### src/rtl/sopc_run_ctrl.sv
// sopc_run_ctrl: run controller for the MIPS SOPC.
//   Holds the CPU in reset for RST_CYCLES cycles. It then lets the CPU run and
//   counts run cycles. The run ends on one of three events: a signature write,
//   a stalled PC or a cycle timeout. The CPU is frozen (cpu_rst_o=1) in FINISH
//   until restart_i is seen.
// Ports:
//   clk, rst                 clock, synchronous active-high reset
//   restart_i                start a new run (only acted on in FINISH)
//   pc_i                     CPU fetch PC (used to detect a halt)
//   mem_we_i/addr_i/data_i   CPU data-memory write bus (signature snoop)
//   cpu_rst_o                reset to the CPU
//   running_o, done_o        phase status
//   pass_o/fail_o/stall_o/timeout_o  end-of-run cause (at most one is set)
//   result_o                 captured signature value
//   cycle_cnt_o              RUN cycles elapsed
module sopc_run_ctrl #(
    parameter int              RST_CYCLES  = 3,
    parameter int              MAX_CYCLES  = 40,
    parameter int              CNT_W       = 16,
    parameter int              PC_W        = 32,
    parameter int              DATA_W      = 32,
    parameter int              STALL_LIMIT = 8,
    parameter logic [PC_W-1:0] SIG_ADDR    = 'h100
) (
    input  logic              clk,
    input  logic              rst,
    input  logic              restart_i,
    input  logic [PC_W-1:0]   pc_i,
    input  logic              mem_we_i,
    input  logic [PC_W-1:0]   mem_addr_i,
    input  logic [DATA_W-1:0] mem_data_i,
    output logic              cpu_rst_o,
    output logic              running_o,
    output logic              done_o,
    output logic              pass_o,
    output logic              fail_o,
    output logic              stall_o,
    output logic              timeout_o,
    output logic [DATA_W-1:0] result_o,
    output logic [CNT_W-1:0]  cycle_cnt_o
);

    localparam int HW = (RST_CYCLES > 1) ? $clog2(RST_CYCLES) : 1;
    localparam int SW = $clog2(STALL_LIMIT);
    localparam logic [HW-1:0]    HOLD_LAST  = HW'(RST_CYCLES - 1);
    localparam logic [SW-1:0]    STALL_LAST = SW'(STALL_LIMIT - 1);
    localparam logic [CNT_W-1:0] CNT_LAST   = CNT_W'(MAX_CYCLES - 1);

    typedef enum logic [1:0] {S_HOLD, S_RUN, S_FINISH} state_t;

    state_t          state, state_nxt;
    logic [HW-1:0]   hold_cnt;
    logic [SW-1:0]   stall_cnt;
    logic [PC_W-1:0] last_pc;
    logic            pc_same, sig_hit, stall_hit, tmo_hit;

    // End-of-run events, all evaluated on the current cycle's inputs.
    // stall_cnt never passes STALL_LAST in RUN: reaching it with an unchanged
    // PC always ends the run.
    always_comb begin
        pc_same   = (pc_i == last_pc);
        sig_hit   = mem_we_i && (mem_addr_i == SIG_ADDR);
        stall_hit = pc_same && (stall_cnt == STALL_LAST);
        tmo_hit   = (cycle_cnt_o == CNT_LAST);
    end

    always_comb begin
        state_nxt = state;
        case (state)
            S_HOLD:   if (hold_cnt == HOLD_LAST) state_nxt = S_RUN;
            S_RUN:    if (sig_hit || stall_hit || tmo_hit) state_nxt = S_FINISH;
            S_FINISH: if (restart_i) state_nxt = S_HOLD;
            default:  state_nxt = S_HOLD;
        endcase
    end

    always_ff @(posedge clk) begin
        if (rst) state <= S_HOLD;
        else     state <= state_nxt;
    end

    always_ff @(posedge clk) begin
        if (rst) begin
            cpu_rst_o   <= 1'b1;
            running_o   <= 1'b0;
            done_o      <= 1'b0;
            pass_o      <= 1'b0;
            fail_o      <= 1'b0;
            stall_o     <= 1'b0;
            timeout_o   <= 1'b0;
            result_o    <= '0;
            cycle_cnt_o <= '0;
            hold_cnt    <= '0;
            stall_cnt   <= '0;
            last_pc     <= '0;
        end else begin
            // Phase outputs are flopped from the next state so they line up
            // with the state register without decode glitches.
            cpu_rst_o <= (state_nxt != S_RUN);
            running_o <= (state_nxt == S_RUN);
            done_o    <= (state_nxt == S_FINISH);
            case (state)
                S_HOLD: begin
                    hold_cnt <= (hold_cnt == HOLD_LAST) ? '0 : hold_cnt + 1'b1;
                end
                S_RUN: begin
                    // Counts on the ending cycle too, so the final value is
                    // the number of RUN cycles.
                    cycle_cnt_o <= cycle_cnt_o + 1'b1;
                    last_pc     <= pc_i;
                    stall_cnt   <= pc_same ? stall_cnt + 1'b1 : '0;
                    if (sig_hit) begin
                        result_o <= mem_data_i;
                        pass_o   <= (mem_data_i == '0);
                        fail_o   <= (mem_data_i != '0);
                    end else if (stall_hit) begin
                        stall_o <= 1'b1;
                    end else if (tmo_hit) begin
                        timeout_o <= 1'b1;
                    end
                end
                S_FINISH: begin
                    if (restart_i) begin
                        pass_o      <= 1'b0;
                        fail_o      <= 1'b0;
                        stall_o     <= 1'b0;
                        timeout_o   <= 1'b0;
                        result_o    <= '0;
                        cycle_cnt_o <= '0;
                        stall_cnt   <= '0;
                        last_pc     <= '0;
                    end
                end
                default: ;
            endcase
        end
    end

endmodule

### config.mk
export PLATFORM = sky130hd
export DESIGN_NAME = sopc_run_ctrl
export DESIGN_NICKNAME = d
export VERILOG_FILES = /design/src/rtl/sopc_run_ctrl.sv
export SDC_FILE = /design/constraint.sdc
export NUM_CORES = 1
export LEC_CHECK = 0
export BUFFER_PORTS_ARGS = -buffer_cell sky130_fd_sc_hd__buf_4
export CELL_PAD_IN_SITES_DETAIL_PLACEMENT = 1
export CELL_PAD_IN_SITES_GLOBAL_PLACEMENT = 2
export CORE_AREA = 2 2 130 119
export DETAILED_ROUTE_END_ITERATION = 12
export DIE_AREA = 0 0 132 121
export PLACE_DENSITY = 0.86
export SYNTH_ARGS = -nofsm -noshare
export SYNTH_HDL_FRONTEND = slang
export SYNTH_SLANG_ARGS = --single-unit
### constraint.sdc
create_clock -name clk -period 5.1 [get_ports clk]
set_clock_uncertainty 0.1 [all_clocks]
set_input_delay 1.53 -clock clk [delete_from_list [all_inputs] [get_ports clk]]
set_output_delay 1.53 -clock clk [all_outputs]
set_load 0.01 [all_outputs]
After elaboration in Yosys (flattened, before gate mapping)
Index checks and enable logic that the tools add are counted.

word-level totals
  flip-flop bits (word level) = 94
  input bits = 100
  output and inout bits = 55

cells by class
  add/sub/neg operators = 3
  eq/ne operators = 16
  multiplexer cells = 26
  reductions and logical operators = 12

operators by type and width
  kind                                                                     count
  32-bit case mux with 2 select lines                                      2
  32-bit 2-to-1 mux                                                        2
  32-bit equality test                                                     1
  32-bit by 9-bit equality test with 1-bit output (second input constant)  1
  32-bit logical NOT                                                       1
  16-bit case mux with 2 select lines                                      1
  32-bit nonzero test                                                      1
  16-bit by 1-bit adder with 16-bit output (second input constant)         1
  16-bit by 6-bit equality test with 1-bit output (second input constant)  1
  16-bit 2-to-1 mux                                                        1
  2-bit != test (second input constant)                                    6
  1-bit 2-to-1 mux                                                         8
  2-bit 2-to-1 mux                                                         4
  1-bit case mux with 2 select lines                                       4
  2-bit equality test (second input constant)                              3
  3-bit 2-to-1 mux                                                         2
  2-bit case mux with 3 select lines                                       1
  3-bit case mux with 2 select lines                                       1
  5-bit AND reduction                                                      1
  2-bit by 1-bit equality test with 1-bit output (second input constant)   2
  4-bit AND reduction                                                      1
  3-bit by 1-bit adder with 3-bit output (second input constant)           1
  3-bit equality test (second input constant)                              1
  3-bit AND reduction                                                      1
  other kinds (7)                                                          9

Longest topological paths before layout
  depth in word-level cells = 7
  depth in mapped cells = 7

Worst setup path after synthesis
No wires, ideal clock.

  kind = input-to-reg
  start point = input port mem_addr_i[29]
  end point = register pass_o
  setup time = 0.070 ns
  data arrival time = 3.118 ns
  slack = 1.811 ns
  cell stages on the path = 6
  buffers on the path = 1
  cell sequence = nor4_1 > nand4_1 > or4_1 > buf_2 > or3_1 > a21oi_1

on the way
  longest elaborated chain between the ends = 4

RTL lines
  item                                             RTL line  RTL
  start: declaration                               30        input logic [PC_W-1:0] mem_addr_i,
  32-bit by 9-bit equality test with 1-bit output  62        sig_hit = mem_we_i && (mem_addr_i == SIG_ADDR);
  1-bit logical AND                                62
  2-bit != test (no line)                          n/a
  3-bit AND reduction (no line)                    n/a
  end signal: assignment                           114       pass_o <= (mem_data_i == '0);
  end: declaration                                 35        output logic pass_o,

Every way passes these cells.
A chain may end at the register's enable or synchronous reset.

Worst setup path in the final report
  start point = input port mem_addr_i[1]
  end point = register result_o[7]

on the way
  longest elaborated chain between the ends = 4

RTL lines
  item                                             RTL line  RTL
  32-bit by 9-bit equality test with 1-bit output  62
  1-bit logical AND                                62
  2-bit != test (no line)                          n/a
  3-bit AND reduction (no line)                    n/a
  end signal: assignment                           113       result_o <= mem_data_i;
  end: declaration                                 39        output logic [DATA_W-1:0] result_o,

Every way passes these cells.

==> summary.md <==
The flow ran to the end, and the final reports show no timing, DRC or antenna violations. The clock reaches the later pin of the worst-skew pair after 0.35 ns. Share of Yosys cell area claimed by the top area cell type: 45.2%. sky130_fd_sc_hd__dfxtp_1 takes more of the synthesized area than any other cell.

The adder and majority cell fraction of the synthesized area came out at 0.902%. Data on the critical path is required at its endpoint by 5.18 ns. The critical path launch point type is an input pin.

The half-perimeter wire length of the detailed placement result was 10.2 mm. After clock tree synthesis, the clock-pin slew on the worst setup and hold paths is 0.06 ns. The number of pins exceeding their max-slew limit in the final report came out at 0. Once the floorplan was initialized, standard cells occupied 28.6% of the core. For this run, the detailed router's first-pass iteration total came to 4. A synthesized cell averages 8.05 sq um. The number of distinct library cell variants in the gate-level netlist after synthesis was 33. After synthesis, the largest family of logic cells by area is simple AND/OR/NAND/NOR gates.

Via count of the first global-routing pass: 4559. The share of the clock period used by the worst path was 67.2%. Setup violations remaining at the end of the flow were counted as 0. Counting the fill cells in the layout gives 1770.

TritonCTS built the clock tree. In the global route stage, overall resource usage came out at 17.8%. For this block, the initial DRC count from the detailed router was 210. The number of hold-slack violations in the final timing report is 0, and the final cell count without fillers is 854.

VDD sags by at most 148 uV. After layout, the design draws a total of 1.64 mW. Subtracting the final worst setup slack from the clock period gives 3.43 ns. Data on the critical path arrives at its endpoint at 3.51 ns. Of the post-synthesis cell area, the part taken by muxes is 0%. The routed design has 14.2 mm of wire. The worst slew margin relative to its limit is 30.4%. In the final routed layout, each cell accounts on average for 16.6 um. The clock tree synthesis step divided the H-tree into 3 levels. The logs give 88 for the largest net degree at the start of global routing and 0.365 ns for the worst-case hold slack.

Number of cells on the worst reg-to-reg path: 6. The dominant cell by count in the synthesized netlist was sky130_fd_sc_hd__dfxtp_1. The die extent in x was 132 um. The floorplan step defined a die boundary enclosing 0.0160 sq mm.

The logs give 0 for the quantity of gates resized following cts and 0 for the residual antenna-violating net count after detailed routing. Using the TritonRoute via totals, the vias-per-cell ratio works out to 5.05. For the worst setup timing slack at the placement stage, the log shows 1.31 ns.

For the number of antenna violations at the first check in global routing, the log shows 0. Summing the sequential cell areas from Yosys gives 45.2% of the chip area. The number of clock buffers inserted by TritonCTS was 9; the final weighted congestion of routability-driven global placement was 0.784. The tools report the type of element capturing the critical path as a register. The synthesized flop and latch total is 94, and the instance count of the mapped netlist is 517. The cell row count was 42; the proportion of synthesized flip-flops having asynchronous set or reset was 0%. The first-pass GRT wire length was 22.7 mm; the post-synthesis net count was 620. The final worst-path setup slack is 1.67 ns.

CTS saw 94 sinks. The cell depth of the worst min-delay path came out at 2. In this run the worst hold path is classified as reg2reg. In the final layout, the share of cells above drive strength 1 is 27.3%. Setup repair after global routing left no endpoint under its margin. Static timing analysis puts the maximum clock frequency at 292 MHz.

Critical path start-end classification: in2reg. For this design, the CTS-stage hold fixing added 0 buffers. Detailed routing inserted a total of 4312 vias. The final layout contains 754 nets.

The run gives 2 as the number of buffers between clock root and the deepest sink. The static leakage is 2.26 nW. Among all flip-flop cells after synthesis, the most frequent one is sky130_fd_sc_hd__dfxtp_1. The slew at the pin with the worst max-slew slack is 1.04 ns. Summing the areas of all compound-gate instances in the mapped netlist gives 12.3% of the synthesized area. The number of enable flip-flop cells after synthesis came out at 0.

In this run the post-CTS setup repair buffer count came out at 0. Power density relative to cell area: 285 mW/mm^2. In this run the worst path has a maximum fanout of 23.

Summing the areas of all and, or, nand and nor instances in the mapped netlist gives 29.7% of the synthesized area. For the number of antenna repair diodes, the log shows 0. In the synthesized netlist, the cells that appear most often are sky130_fd_sc_hd__dfxtp_1 (94), sky130_fd_sc_hd__a21oi_1 (78), sky130_fd_sc_hd__nand2_1 (78). After Yosys synthesis, XOR and XNOR cells account for 8.63% of the synthesized area. The run gives 0.00416 sq mm as the post-synth design cell area. For the boundary pin count, the log shows 155. Measured along the y axis, the die boundary spans 121 um. Yosys attributes the largest share of cell area to sky130_fd_sc_hd__dfxtp_1 (45%), sky130_fd_sc_hd__a21oi_1 (9.4%), sky130_fd_sc_hd__nand3_1 (9.1%), sky130_fd_sc_hd__xor2_1 (7.6%), sky130_fd_sc_hd__nand2_1 (7.0%). Summed over all layers, the global routing overflow is 0. Summed over all failing endpoints, the final setup total negative slack is 0 ns.

The clock tree root driver cell was sky130_fd_sc_hd__clkbuf_16. The area added between synthesis and finish came out at 38.6%. Max-cap violation count: 0. The Yosys step of the flow raised 0 warnings. Including well taps, the total number of placed cells is 838. Buffers placed on the I/O ports in this run total 154. The run gives 0 as the DRC violation count after routing. The area of the core region was 0.0146 sq mm.
[stage by stage]
stage	cell area [sq um]	util (%)
2_1_floorplan	4160	-
3_3_place_gp	5480	37.6
3_5_place_dp	5480	37.6
4_1_cts	5770	39.6
5_1_grt	5770	39.6
6_report	5770	39.6
[kinds of logic after synthesis]
kind of cell	after synthesis
simple gates	249
compound gates	95
flops	94
xor+xnor	41
buf+inv	35
fa+ha+maj	3
[layout make-up]
cell class,instances,area [sq um],area share [%]
clock buffer,10,229,3.97
clock inverter,6,62.6,1.08
multi-input combinational,388,2160,37.4
sequential,94,1880,32.6
tap,198,248,4.30
timing repair buffer,158,1190,20.6
[per-layer routing]
| metal | global-route usage, % | routed length, um | vias to the layer above |
|---|---|---|---|
| met5 | 0 | 0 | - |
| met4 | 6.18 | 276 | 0 |
| met3 | 5.68 | 769 | 19 |
| met2 | 31.9 | 7220 | 101 |
| met1 | 20.0 | 5910 | 2084 |
| li1 | - | - | 2108 |
[where the power goes]
group	switching [mW]	leakage [nW]	internal (mW)
combinational	0.104	1.37	0.0935
sequential	0.0181	0.759	0.759
clock	0.290	0.134	0.378
[worst max-delay path, cell delays in order]
cell                      delay, ns
sky130_fd_sc_hd__buf_4         0.11
sky130_fd_sc_hd__nor4b_2       0.26
sky130_fd_sc_hd__nand4_1       0.25
sky130_fd_sc_hd__or4_1         0.82
sky130_fd_sc_hd__buf_4         0.33
sky130_fd_sc_hd__nand3_1       0.11
sky130_fd_sc_hd__a21oi_1       0.09
[final timing paths]
path | from | endpoint | slack [ns]
max | mem_addr_i[1] | result_o[7]$_SDFFE_PP0P_ | 1.67
min | stall_cnt[2]$_SDFFE_PP0P_ | stall_cnt[2]$_SDFFE_PP0P_ | 0.37
max reg2reg | state[1]$_SDFF_PP0_ | result_o[7]$_SDFFE_PP0P_ | 2.57
min reg2reg | stall_cnt[2]$_SDFFE_PP0P_ | stall_cnt[2]$_SDFFE_PP0P_ | 0.37
[cell usage in the layout (no fill, tap or decap), drive strengths merged]
cell	count
o21ai	5
bufinv	1
dfxtp	94
xor2	36
nor2b	3
and4	3
and2	1
a311oi	3
ha	3
a21oi	78
clkbuf	10
or2	1
nand3b	2
a2111oi	1
a211oi	1
or4	2
and3	2
a22o	1
nor2	20
clkinvlp	3
nor4b	2
nand2b	4
nor4	31
or4b	1
o31ai	3
nor3	8
clkinv	2
or3	2
nand2	78
a21o	3
nand4	13
xnor2	5
nand3	76
buf	158
[flip-flops by register name, indices dropped and copies added (netlist names)]
register and flops:
result_o 32, running_o 1, state 2, timeout_o 1
stall_cnt 3, hold_cnt 2, last_pc 32, cycle_cnt_o 16
stall_o 1, done_o 1, pass_o 1, cpu_rst_o 1
fail_o 1
(Power assumes the default switching activity.)
